===== src/rtl/fdiv_iter.sv =====
// ---------------------------------------------------------------------------
// fdiv_iter -- iterative single-precision floating-point divider, y = x1 / x2.
//
// A restoring divider that produces one quotient bit per clock. It computes
// 26 quotient bits: the 24-bit significand plus guard and round bits. The
// final remainder supplies the sticky bit.
//
// Numeric behaviour matches the fsub unit:
//   - Denormal operands and results are flushed to zero.
//   - Rounding is round-to-nearest-even.
//   - Exponent-255 operands (inf/NaN) are treated as don't-care.
//
// Only one divide is in flight at a time. The request side accepts only in
// IDLE. The response is held in DONE until the consumer takes it.
//
// Ports:
//   clk         rising-edge clock
//   rstn        asynchronous active-low reset; aborts any divide in flight
//   req_valid   x1/x2 valid (sampled only while req_ready is high)
//   req_ready   divider is idle and can accept a request
//   x1          dividend, IEEE-754 single
//   x2          divisor, IEEE-754 single
//   resp_valid  y/ovf valid
//   resp_ready  consumer accepts the result
//   y           quotient, IEEE-754 single
//   ovf         result overflowed, or divide by zero
//   busy        high in any state other than IDLE
// ---------------------------------------------------------------------------
module fdiv_iter #(
    // Quotient bits generated: 24 significand + guard + round.
    // The datapath widths below are sized for exactly 26.
    parameter int QBITS = 26
) (
    input  logic        clk,
    input  logic        rstn,
    input  logic        req_valid,
    output logic        req_ready,
    input  logic [31:0] x1,
    input  logic [31:0] x2,
    output logic        resp_valid,
    input  logic        resp_ready,
    output logic [31:0] y,
    output logic        ovf,
    output logic        busy
);

    typedef enum logic [1:0] {
        IDLE  = 2'd0,
        DIV   = 2'd1,
        ROUND = 2'd2,
        DONE  = 2'd3
    } state_t;

    state_t state;
    state_t state_next;

    // Operation registers.
    logic              sign;
    logic signed [9:0] expo;
    logic [25:0]       rem;
    logic [23:0]       divisor;
    logic [25:0]       quot;
    logic [4:0]        cnt;

    // Request decode.
    logic              accept;
    logic [7:0]        x1_exp;
    logic [7:0]        x2_exp;
    logic              req_sign;
    logic              div_by_zero;
    logic              zero_dividend;

    // One restoring-division step.
    logic              q_bit;
    logic [25:0]       rem_sub;
    logic [25:0]       rem_next;

    // Normalisation and rounding.
    logic [25:0]       norm_q;
    logic signed [9:0] norm_e;
    logic [23:0]       sig;
    logic              guard;
    logic              sticky_all;
    logic              round_up;
    logic [24:0]       sig_rnd;
    logic [22:0]       frac;
    logic signed [9:0] e_fin;
    logic [31:0]       y_round;
    logic              ovf_round;

    assign accept        = req_valid && req_ready;
    assign x1_exp        = x1[30:23];
    assign x2_exp        = x2[30:23];
    assign req_sign      = x1[31] ^ x2[31];
    assign div_by_zero   = (x2_exp == 8'd0);
    assign zero_dividend = (x1_exp == 8'd0);

    // The remainder always stays below twice the divisor, which is less than
    // 2^25. The left shift therefore never loses a set bit out of the
    // 26-bit register.
    always_comb begin
        q_bit    = (rem >= {2'b00, divisor});
        rem_sub  = q_bit ? (rem - {2'b00, divisor}) : rem;
        rem_next = {rem_sub[24:0], 1'b0};
    end

    // quot[25] is the integer bit of m1/m2.
    // When m1 < m2 the quotient lies in [0.5, 1), so quot[24] is the leading
    // one. Shifting it up costs one exponent step. Any bits left in the
    // remainder become the sticky bit.
    always_comb begin
        norm_q     = quot[25] ? quot : {quot[24:0], 1'b0};
        norm_e     = quot[25] ? expo : (expo - 10'sd1);
        sig        = norm_q[25:2];
        guard      = norm_q[1];
        sticky_all = norm_q[0] | (rem != 26'd0);
        round_up   = guard & (sticky_all | sig[0]);
        sig_rnd    = {1'b0, sig} + {24'd0, round_up};
        // A carry out of rounding leaves 1.000..0 after the right shift,
        // so the fraction field is all zeros either way.
        frac       = sig_rnd[24] ? sig_rnd[23:1] : sig_rnd[22:0];
        e_fin      = sig_rnd[24] ? (norm_e + 10'sd1) : norm_e;
        y_round    = {sign, e_fin[7:0], frac};
        ovf_round  = 1'b0;
        if (e_fin <= 10'sd0) begin
            y_round = {sign, 31'd0};
        end else if (e_fin >= 10'sd255) begin
            y_round   = {sign, 8'hFF, 23'd0};
            ovf_round = 1'b1;
        end
    end

    // State register.
    always_ff @(posedge clk or negedge rstn) begin
        if (!rstn) begin
            state <= IDLE;
        end else begin
            state <= state_next;
        end
    end

    // Next-state logic. Zero operands are resolved at accept time and skip
    // the iteration entirely.
    always_comb begin
        state_next = state;
        case (state)
            IDLE: begin
                if (accept) begin
                    if (div_by_zero || zero_dividend) begin
                        state_next = DONE;
                    end else begin
                        state_next = DIV;
                    end
                end
            end
            DIV: begin
                if (cnt == 5'd0) begin
                    state_next = ROUND;
                end
            end
            ROUND: begin
                state_next = DONE;
            end
            DONE: begin
                if (resp_ready) begin
                    state_next = IDLE;
                end
            end
            default: begin
                state_next = IDLE;
            end
        endcase
    end

    // Handshake and status outputs come straight from the state.
    always_comb begin
        req_ready  = 1'b0;
        resp_valid = 1'b0;
        busy       = 1'b1;
        case (state)
            IDLE: begin
                req_ready = 1'b1;
                busy      = 1'b0;
            end
            DONE: begin
                resp_valid = 1'b1;
            end
            default: begin
            end
        endcase
    end

    // Datapath.
    // The biased exponent difference is kept 10-bit signed, so underflow
    // (<= 0) and overflow (>= 255) stay visible through the normalisation
    // and rounding adjustments.
    // y/ovf are only written on accept of a special case or in ROUND, which
    // keeps them stable while DONE waits on resp_ready.
    always_ff @(posedge clk or negedge rstn) begin
        if (!rstn) begin
            sign    <= 1'b0;
            expo    <= 10'sd0;
            rem     <= 26'd0;
            divisor <= 24'd0;
            quot    <= 26'd0;
            cnt     <= 5'd0;
            y       <= 32'd0;
            ovf     <= 1'b0;
        end else begin
            case (state)
                IDLE: begin
                    if (accept) begin
                        sign    <= req_sign;
                        expo    <= $signed({2'b00, x1_exp}) - $signed({2'b00, x2_exp}) + 10'sd127;
                        rem     <= {2'b01, x1[22:0]};
                        divisor <= {1'b1, x2[22:0]};
                        quot    <= 26'd0;
                        cnt     <= 5'(QBITS - 1);
                        if (div_by_zero) begin
                            y   <= {req_sign, 8'hFF, 23'd0};
                            ovf <= 1'b1;
                        end else if (zero_dividend) begin
                            y   <= {req_sign, 31'd0};
                            ovf <= 1'b0;
                        end
                    end
                end
                DIV: begin
                    rem  <= rem_next;
                    quot <= {quot[24:0], q_bit};
                    cnt  <= cnt - 5'd1;
                end
                ROUND: begin
                    y   <= y_round;
                    ovf <= ovf_round;
                end
                default: begin
                end
            endcase
        end
    end

endmodule


===== config.mk =====
export PLATFORM = sky130hd
export DESIGN_NAME = fdiv_iter
export DESIGN_NICKNAME = d
export VERILOG_FILES = /design/src/rtl/fdiv_iter.sv
export SDC_FILE = /design/constraint.sdc
export NUM_CORES = 1
export LEC_CHECK = 0
export ABC_AREA = 1
export BUFFER_PORTS_ARGS = -buffer_cell sky130_fd_sc_hd__buf_2
export CAP_MARGIN = 20
export CORE_ASPECT_RATIO = 0.75
export CORE_UTILIZATION = 55
export CTS_BUF_LIST = sky130_fd_sc_hd__clkbuf_4 sky130_fd_sc_hd__clkbuf_8
export DETAILED_ROUTE_END_ITERATION = 10
export PLACE_DENSITY_LB_ADDON = 0.2
export SLEW_MARGIN = 20
export SYNTH_ARGS = -nofsm -noshare
export SYNTH_HDL_FRONTEND = slang
export SYNTH_SLANG_ARGS = --single-unit

===== constraint.sdc =====
create_clock -name clk -period 7.15 [get_ports clk]
set_input_delay 0.3575 -clock clk [delete_from_list [all_inputs] [get_ports clk]]
set_output_delay 0.3575 -clock clk [all_outputs]
set_load 0.05 [all_outputs]

==> impl_metrics.tcl, run 1 <==
set metrics [dict create \
    p_int_mw 2.51 \
    synthesis.nets 1381 \
    min_period_ps 3900 \
    fp.coreArea_um2 15500 \
    layout-drive-gt1-share_pct 12.1 \
    setup_tns_ps 0 \
    ys_ff_latch 127 \
    insertedDiodeCount 0 \
    status "finished clean" \
    required_ps 7470 \
    ctsLongestPathBuffers 2 \
    die_h_um 112 \
    final_cell_mix "nand2_1, inv_1, dfrtp_1" \
    start_util_pct 57.3 \
    grt_pass1_vias 7943 \
    grt_usage_pct 29.6 \
    power_density_nw_per_um2 545 \
    clkPwrFrac_pct 12.3 \
    dieArea_um2 16600 \
    crit_type "flop to flop" \
    slew_viol_final 0 \
    wl_per_cell_um 14.7 \
    dr.first_iter.drc_count 789 \
    yosysSeqAreaShare_pct 35.9 \
    power_leakage_nw 4.88 \
    hold_viol 0 \
    comb_power_share_pct 64.5 \
    finalSetupViolCount 0 \
    antenna_found_initial 0 \
    synth_cells 1269 \
    min_period_over_period_pct 54.6 \
    switching_power_mw 2.91 \
    fillCellCount 1448 \
    critPathLaunchType "flop" \
    dp_hpwl_mm 17.3 \
    r2r-end "rem[1]$_DFFE_PN0P_" \
    fmax_mhz 256 \
    tightest_slew_ps 953 \
    synth_ff_type "dfrtp_1" \
    ff2ff_setup_slack_ps 3250 \
    vias 8647 \
    cts-buffers-inserted 17 \
    cts_root_buf "clkbuf_8" \
    grt.overflow.total 0 \
    via_per_inst 5.47 \
    syn_area_um2 8860 \
    grt_pass1_wl_mm 39.4 \
    finalWirelength_mm 23.3 \
    cts_max_level 4 \
    drt_pass1_iterations 5 \
    cp_data_arrival_time_ps 4230 \
    final_common_cell "nand2_1" \
    crit_end "rem[1]$_DFFE_PN0P_" \
    reg2reg_from "rem[17]$_DFFE_PN0P_" \
    ant_nets 0 \
    clkSinkCount 127 \
    die_x_um 149 \
    worst_r2r_path_depth 10 \
    critPathLaunch "rem[17]$_DFFE_PN0P_" \
    drc_errors 0 \
    ios 104 \
    clock_latency_ps 450 \
    regArea_um2 3180 \
    place_congestion 0.934 \
    relSlewSlack_pct 36.5 \
    clkTransAtPathRegs_ps 80 \
    peakVddDrop_v 0.000322 \
    synth_warnings 0 \
    async_reset_ff_share_pct 100 \
    max-cap-violations 0 \
    multi_input_comb_area_um2 4930 \
    syn_to_final_growth_pct 12.2 \
    rsz0062_at_grt "no" \
    synth-edff-count 0 \
    end_kind "flop" \
    cts_tree "yes" \
    p_sw_share_pct 53.6 \
    row_count 39 \
    synthDistinctLibCells 40 \
    grt_max_degree 69 \
    hold_path.class "input port to flop" \
    finClkSkew_ps 11.1 \
    postLayoutCoreUtil_pct 64.3 \
    layout.nets 1476 \
    numPortBuffers 103 \
    crit_fanout 23 \
    pwr-share-seq_pct 23.3 \
    synth_area_per_cell_um2 6.98 \
]
timing repair:
action / in CTS / in global routing
hold endpoints to repair: 5 / 0
resized for setup: 0 / 0
buffers inserted: 0 / 0
hold buffers: 1 / 0
cell type report:
class,instances,area share [%]
multi-input combinational,954,49.6
sequential,127,32.0
timing repair buffer,112,5.91
inverter,152,5.74
clock buffer,21,2.78
tap,205,2.58
clock inverter,10,1.38
metrics by stage:
stage                     setup slack (ps)  hold WS, ps  cells  instance area, um2  total power, mW
after global routing                  2960          104   1581                9940             5.92
after floorplan                       4380         61.9   1269                8860             3.92
after CTS                             3310         97.0   1581                9940             5.38
final                                 3250          111   1581                9940             5.42
after global placement                3420          442   1549                9520             4.63
after detailed placement              3350          444   1549                9520             4.69
sequential cells by signal, indices dropped and copies added, names as in the netlist:
name,cells
y,32
quot,26
rem,26
divisor,24
expo,10
cnt,5
state,2
ovf,1
sign,1
routing by layer:
layer	wire [um]	track usage [%]	vias up
li1	-	-	4377
met1	12200	47.0	3967
met2	9180	40.9	276
met3	1570	5.33	27
met4	292	7.01	0
met5	0	0	-
worst max-delay path, cell delays in order (launching register included):
cell and delay (ps):
dfrtp_1 420, ha_1 380, nand2_1 170, inv_1 80, a21oi_1 180, nand2_1 120
a221oi_1 810, nand3_1 810, buf_4 470, o21ai_0 210, nand3_1 110
power groups by stage:
stage	Clock (mW)	Combinational [mW]	Sequential [mW]
floorplan	0	2.49	1.43
global placement	0	3.37	1.26
detailed placement	0	3.43	1.26
CTS	0.671	3.45	1.26
global route	0.705	3.91	1.30
finish	0.665	3.50	1.26
cells by family (layout without fill, tap and decap cells):
kind of cell               after synthesis  after routing  synth area share [%]
AOI/OAI and AO/OA                      259            259                  16.0
xor gates and xnor gates                44             44                  4.35
adders and majority gates               44             44                  6.38
buffers and inverters                  188            295                  8.51
DFF                                    127            127                  35.9
and+or+nand+nor                        607            607                  28.9
worst min path at each step:
| stage | start | end | cells after the start |
|---|---|---|---|
| after floorplan | rstn | cnt[0]$_DFFE_PN0P_ | 0 |
| after global routing | x2[5] | divisor[5]$_DFFE_PN0P_ | 3 |
| after CTS | x2[21] | divisor[21]$_DFFE_PN0P_ | 3 |
| after detailed placement | divisor[23]$_DFFE_PN0P_ | divisor[23]$_DFFE_PN0P_ | 2 |
| final | x2[21] | divisor[21]$_DFFE_PN0P_ | 3 |
| after global placement | divisor[23]$_DFFE_PN0P_ | divisor[23]$_DFFE_PN0P_ | 2 |
cell usage after synthesis, drive strengths merged, types with 19 or more instances:
master	instances	area [um2]
a21oi	78	390
clkbuf	23	86.3
dfrtp	127	3180
ha	42	526
inv	147	552
nand2	355	1350
nand3	96	493
nand4	19	119
nor2	105	424
o21ai	123	627
o22ai	26	163
xor2	26	228
No activity file was read; power rests on OpenSTA's default activity.
==> run 2, diff against run 1 <==
==> constraint.sdc (replaced) <==
create_clock -name clk -period 4 [get_ports clk]
set_input_delay 0.2 -clock clk [delete_from_list [all_inputs] [get_ports clk]]
set_output_delay 0.2 -clock clk [all_outputs]
set_load 0.05 [all_outputs]
==> impl_metrics.tcl, run 2 (synthesis gave the netlist of run 1 again) <==
set metrics [dict create \
    status "finished clean" \
    drt_pass1_iterations 5 \
    cpMostUsedCell "nand2_1" \
    final.setup.worst_slack_ps 564 \
    vias 8938 \
    reg_top3 "y: 32 flops, quot: 26 flops, rem: 26 flops" \
    finalWirelength_mm 23.0 \
    grt_pass1_vias 8244 \
    crit_fanout 47 \
    dr.first_iter.drc_count 785 \
    tightest_slew_ps 1120 \
    layout.nets 1518 \
    dieArea_um2 16600 \
    antenna_found_initial 0 \
    whs_ps 71.8 \
    grt_pass1_wl_mm 39.7 \
    max-cap-violations 0 \
    cts_tree "yes" \
    min_period_over_period_pct 85.9 \
    insertedDiodeCount 0 \
    hold_viol 0 \
    slowest_stage "dfrtp_1" \
    cp_top_family "simple AND/OR/NAND/NOR gates" \
    power_leakage_nw 5.04 \
    die_x_um 149 \
    final_cell_mix "nand2_1, inv_1, dfrtp_1" \
    multi_input_comb_area_um2 4930 \
    peakVddDrop_v 0.000570 \
    fillCellCount 1373 \
    layout-drive-gt1-share_pct 12.0 \
    clkSinkCount 127 \
    grt_max_degree 73 \
    ant_nets 0 \
    cp_data_arrival_time_ps 3820 \
    numPortBuffers 103 \
    min_period_ps 3440 \
    required_ps 4380 \
    ios 104 \
    rsz0062_at_grt "no" \
    cts-buffers-inserted 17 \
    hold_path.class "input port to flop" \
    setup_tns_ps 0 \
    final_common_cell "nand2_1" \
    crit_type "flop to flop" \
    slew_viol_final 0 \
    syn_to_final_growth_pct 16.8 \
    critPathLaunchType "flop" \
    slowest_delay_ps 590 \
    ctsLongestPathBuffers 2 \
    finalSetupViolCount 0 \
    fp.coreArea_um2 15500 \
    drc_errors 0 \
    start_util_pct 57.3 \
    cts_root_buf "clkbuf_8" \
    finClkSkew_ps 7.48 \
    grt.overflow.total 0 \
    power_density_nw_per_um2 933 \
    via_per_inst 5.50 \
    clkTransAtPathRegs_ps 80 \
    crit_chain "buf_12 > inv_2 > nand2_1 > nand2_1 > nor2_1 > nand4_1 > nor2_2 > nand2_1 > nor2_1 > nand2_1 > nor2_1 > nand2_1 > nand2_1 > nand2_2 > nand2_2 > nand2_2 > o21ai_1" \
    largest_register "y" \
    clock_latency_ps 460 \
    relSlewSlack_pct 25.2 \
    cts_max_level 4 \
    largest_reg_flops 32 \
    die_h_um 112 \
    wl_per_cell_um 14.2 \
    post_cts_buffers 0 \
    dp_hpwl_mm 16.8 \
    grt_usage_pct 29.7 \
    end_kind "flop" \
    regArea_um2 3180 \
    fmax_mhz 291 \
    dp_slack_ps 653 \
    place_congestion 0.931 \
    critPathBufInv 2 \
    row_count 39 \
]
run 2: cell types whose count changed in the layout (fill, tap and decap cells not counted), sizes merged:
cell,delta
buf,+3
bufinv,-2
inv,+8
dlygate4sd3,+39
clkbuf,-4
clkinvlp,+3
clkinv,-4
run 2: timing repair:
| item | 4_1_cts | 5_1_grt |
|---|---|---|
| hold endpoints to repair | 94 | 0 |
| hold buffers | 40 | 0 |
| resized for setup | 0 | 0 |
run 2: tightest hold or removal path, delay by kind of cell:
family                 cells  cell delay, ps
AND/OR/NAND/NOR            1             110
buffers and inverters      1              70
AO/OA/AOI/OAI              1             100
run 2: worst paths after layout:
check                                             start                       to  slack, ps  depth (start not counted)
max in group asynchronous                          rstn     quot[25]$_DFFE_PN0P_       2810                          3
worst max register to register     quot[25]$_DFFE_PN0P_        y[17]$_DFFE_PN0P_        560                         17
min in group asynchronous                          rstn   divisor[8]$_DFFE_PN0P_        330                          2
worst max-delay path               quot[25]$_DFFE_PN0P_        y[17]$_DFFE_PN0P_        560                         17
worst min-delay path                              x2[1]   divisor[1]$_DFFE_PN0P_         70                          3
worst min register to register  divisor[23]$_DFFE_PN0P_  divisor[23]$_DFFE_PN0P_        470                          2
run 2: layout make-up:
class / instances / area share [%]
multi-input combinational: 954 / 47.7
tap: 205 / 2.48
timing repair buffer: 154 / 9.91
inverter: 152 / 5.51
clock buffer: 17 / 2.26
clock inverter: 15 / 1.44
sequential: 127 / 30.7
run 2: layer usage:
layer	vias to the layer above	track usage, %	part of all wire, %
li1	4478	-	-
met1	4138	46.7	52
met5	-	0	0
met3	16	5.66	7.0
met2	306	41.8	41
met4	0	6.53	0.82
run 2: power by group:
group | internal, mW | switching (mW)
logic | 2.04 | 4.27
registers | 1.86 | 0.375
clock network | 0.508 | 0.609
run 2: through the flow:
step	total power [mW]	instances	utilization (%)	area, um2
floorplan	7.01	1269	-	8860
finish	9.65	1624	66.9	10300
CTS	9.56	1624	66.9	10300
global route	10.6	1624	66.9	10300
global placement	8.27	1552	61.8	9570
detailed placement	8.37	1552	61.8	9570
==> run 3, diff against run 2 <==
--- a/config.mk
+++ b/config.mk
@@ -9,7 +9,7 @@
 export BUFFER_PORTS_ARGS = -buffer_cell sky130_fd_sc_hd__buf_2
 export CAP_MARGIN = 20
 export CORE_ASPECT_RATIO = 0.75
-export CORE_UTILIZATION = 55
+export CORE_UTILIZATION = 30
 export CTS_BUF_LIST = sky130_fd_sc_hd__clkbuf_4 sky130_fd_sc_hd__clkbuf_8
 export DETAILED_ROUTE_END_ITERATION = 10
 export PLACE_DENSITY_LB_ADDON = 0.2
==> impl_metrics.tcl, run 3 (synthesis gave the netlist of run 1 again) <==
set metrics [dict create \
    max-cap-violations 0 \
    p_sw_share_pct 53.3 \
    ios 104 \
    clkTransAtPathRegs_ps 80 \
    die_x_um 200 \
    p_int_mw 4.57 \
    grt_pass1_vias 8140 \
    drt_pass1_iterations 5 \
    finalWirelength_mm 25.5 \
    clkPwrFrac_pct 12.7 \
    fp.coreArea_um2 29100 \
    dieArea_um2 30200 \
    switching_power_mw 5.21 \
    finalSetupViolCount 0 \
    grt.busiest_layer "met1" \
    postCtsHoldBufs 41 \
    layout.nets 1523 \
    die_h_um 151 \
    final_common_cell "nand2_1" \
    row_count 54 \
    via_per_inst 4.73 \
    cts-buffers-inserted 17 \
    largest_reg_flops 32 \
    slowest_stage "dfrtp_1" \
    placed_cell_area_um2 9810 \
    clock_latency_ps 470 \
    tightest_slew_ps 979 \
    grtUsageMet3_pct 2.95 \
    syn_to_final_growth_pct 20.1 \
    reg_top3 "y: 32 flops, quot: 26 flops, rem: 26 flops" \
    start_util_pct 30.5 \
    grt_pass1_wl_mm 42.1 \
    hold_path.class "input port to flop" \
    cts_resized 0 \
    min_period_over_period_pct 84.7 \
    grt_max_degree 71 \
    vias 8585 \
    use_met1_pct 27.3 \
    numPortBuffers 103 \
    ctsLongestPathBuffers 2 \
    clkSinkCount 127 \
    slew_viol_final 0 \
    cts_root_buf "clkbuf_8" \
    cts_max_level 4 \
    critPathLaunch "quot[25]$_DFFE_PN0P_" \
    fmax_mhz 295 \
    finClkSkew_ps 15.5 \
    rsz0062_at_grt "no" \
    comb_power_share_pct 64.4 \
    status "finished clean" \
    dp_hpwl_mm 19.6 \
    regArea_um2 3180 \
    whs_ps 70.7 \
    hold_viol 0 \
    hold_start "x1[17]" \
    multi_input_comb_area_um2 4930 \
    slowest_delay_ps 530 \
    cpMostUsedCell "nand2_1" \
    largest_register "y" \
    layout-drive-gt1-share_pct 12.2 \
    peakVddDrop_v 0.000319 \
    fillCellCount 3166 \
    relSlewSlack_pct 34.7 \
    final_cell_mix "nand2_1, inv_1, dfrtp_1" \
    crit_fanout 37 \
    crit_type "flop to flop" \
    critPathLaunchType "flop" \
    min_period_ps 3390 \
    use_met2_pct 24.1 \
    dr.first_iter.drc_count 500 \
    drc_errors 0 \
    pwr-share-seq_pct 22.9 \
    place_congestion 0.880 \
    cp_data_arrival_time_ps 3790 \
    setup_tns_ps 0 \
    grt.overflow.total 0 \
    post_cts_buffers 0 \
    wl_per_cell_um 14.0 \
    ant_nets 0 \
    power_leakage_nw 5.08 \
    antenna_found_initial 0 \
    stdcell_area_um2 10600 \
    crit_chain "buf_4 > buf_4 > nand2_1 > o21ai_1 > nand2_1 > nor2_1 > nand2_1 > nor2_2 > nand3_1 > nand2_1 > inv_1 > nand3_1 > nor2_1 > nand2_1 > nand2_2 > nand2_2 > nand2_2 > o21ai_1" \
    required_ps 4400 \
    power_density_nw_per_um2 919 \
    reg2reg_from "quot[25]$_DFFE_PN0P_" \
    grt_usage_pct 17.4 \
    insertedDiodeCount 0 \
    cts_tree "yes" \
    end_kind "flop" \
]
-- run 3: final cells by class --
type	instances	area share [%]
clock inverter	10	1.27
timing repair buffer	159	9.82
inverter	152	5.36
sequential	127	29.9
clock buffer	22	2.73
multi-input combinational	954	46.4
tap	392	4.61
-- run 3: path summary, 6_finish.rpt --
path | slack, ps | end | depth (start not counted)
max in group asynchronous | 2800 | expo[5]$_DFFE_PN0P_ | 3
hold reg to reg | 460 | divisor[23]$_DFFE_PN0P_ | 2
min in group asynchronous | 280 | divisor[9]$_DFFE_PN0P_ | 2
setup reg to reg | 610 | y[7]$_DFFE_PN0P_ | 18
hold / removal | 70 | rem[17]$_DFFE_PN0P_ | 3
setup / recovery | 610 | y[7]$_DFFE_PN0P_ | 18
-- run 3: per-layer routing --
metal / routed length (um) / vias up
li1: - / 4473
met1: 14500 / 3942
met2: 9790 / 151
met3: 899 / 19
met4: 213 / 0
met5: 0 / -
-- run 3: through the flow --
stage | std cells | utilization, % | power [mW] | setup slack (ps)
after CTS | 1816 | 36.6 | 9.84 | 662
final | 1816 | 36.6 | 9.78 | 612
after floorplan | 1269 | - | 7.01 | 1230
after detailed placement | 1743 | 33.8 | 8.51 | 680
after global routing | 1816 | 36.6 | 10.8 | 164
after global placement | 1743 | 33.8 | 8.51 | 704
-- run 3: critical path: cells and delay by family, from the launching register on --
| family | cells | cell delay (ps) |
|---|---|---|
| DFF | 1 | 530 |
| AOI/OAI and AO/OA | 2 | 430 |
| and+or+nand+nor | 13 | 1710 |
| buffers and inverters | 3 | 620 |
-- run 3: power groups by stage --
stage	Clock, mW	Sequential [mW]	Combinational [mW]
6_report	1.24	2.24	6.30
5_1_grt	1.33	2.32	7.12
4_1_cts	1.29	2.24	6.31
3_5_place_dp	0	2.26	6.25
3_3_place_gp	0	2.26	6.25
2_1_floorplan	0	2.56	4.45
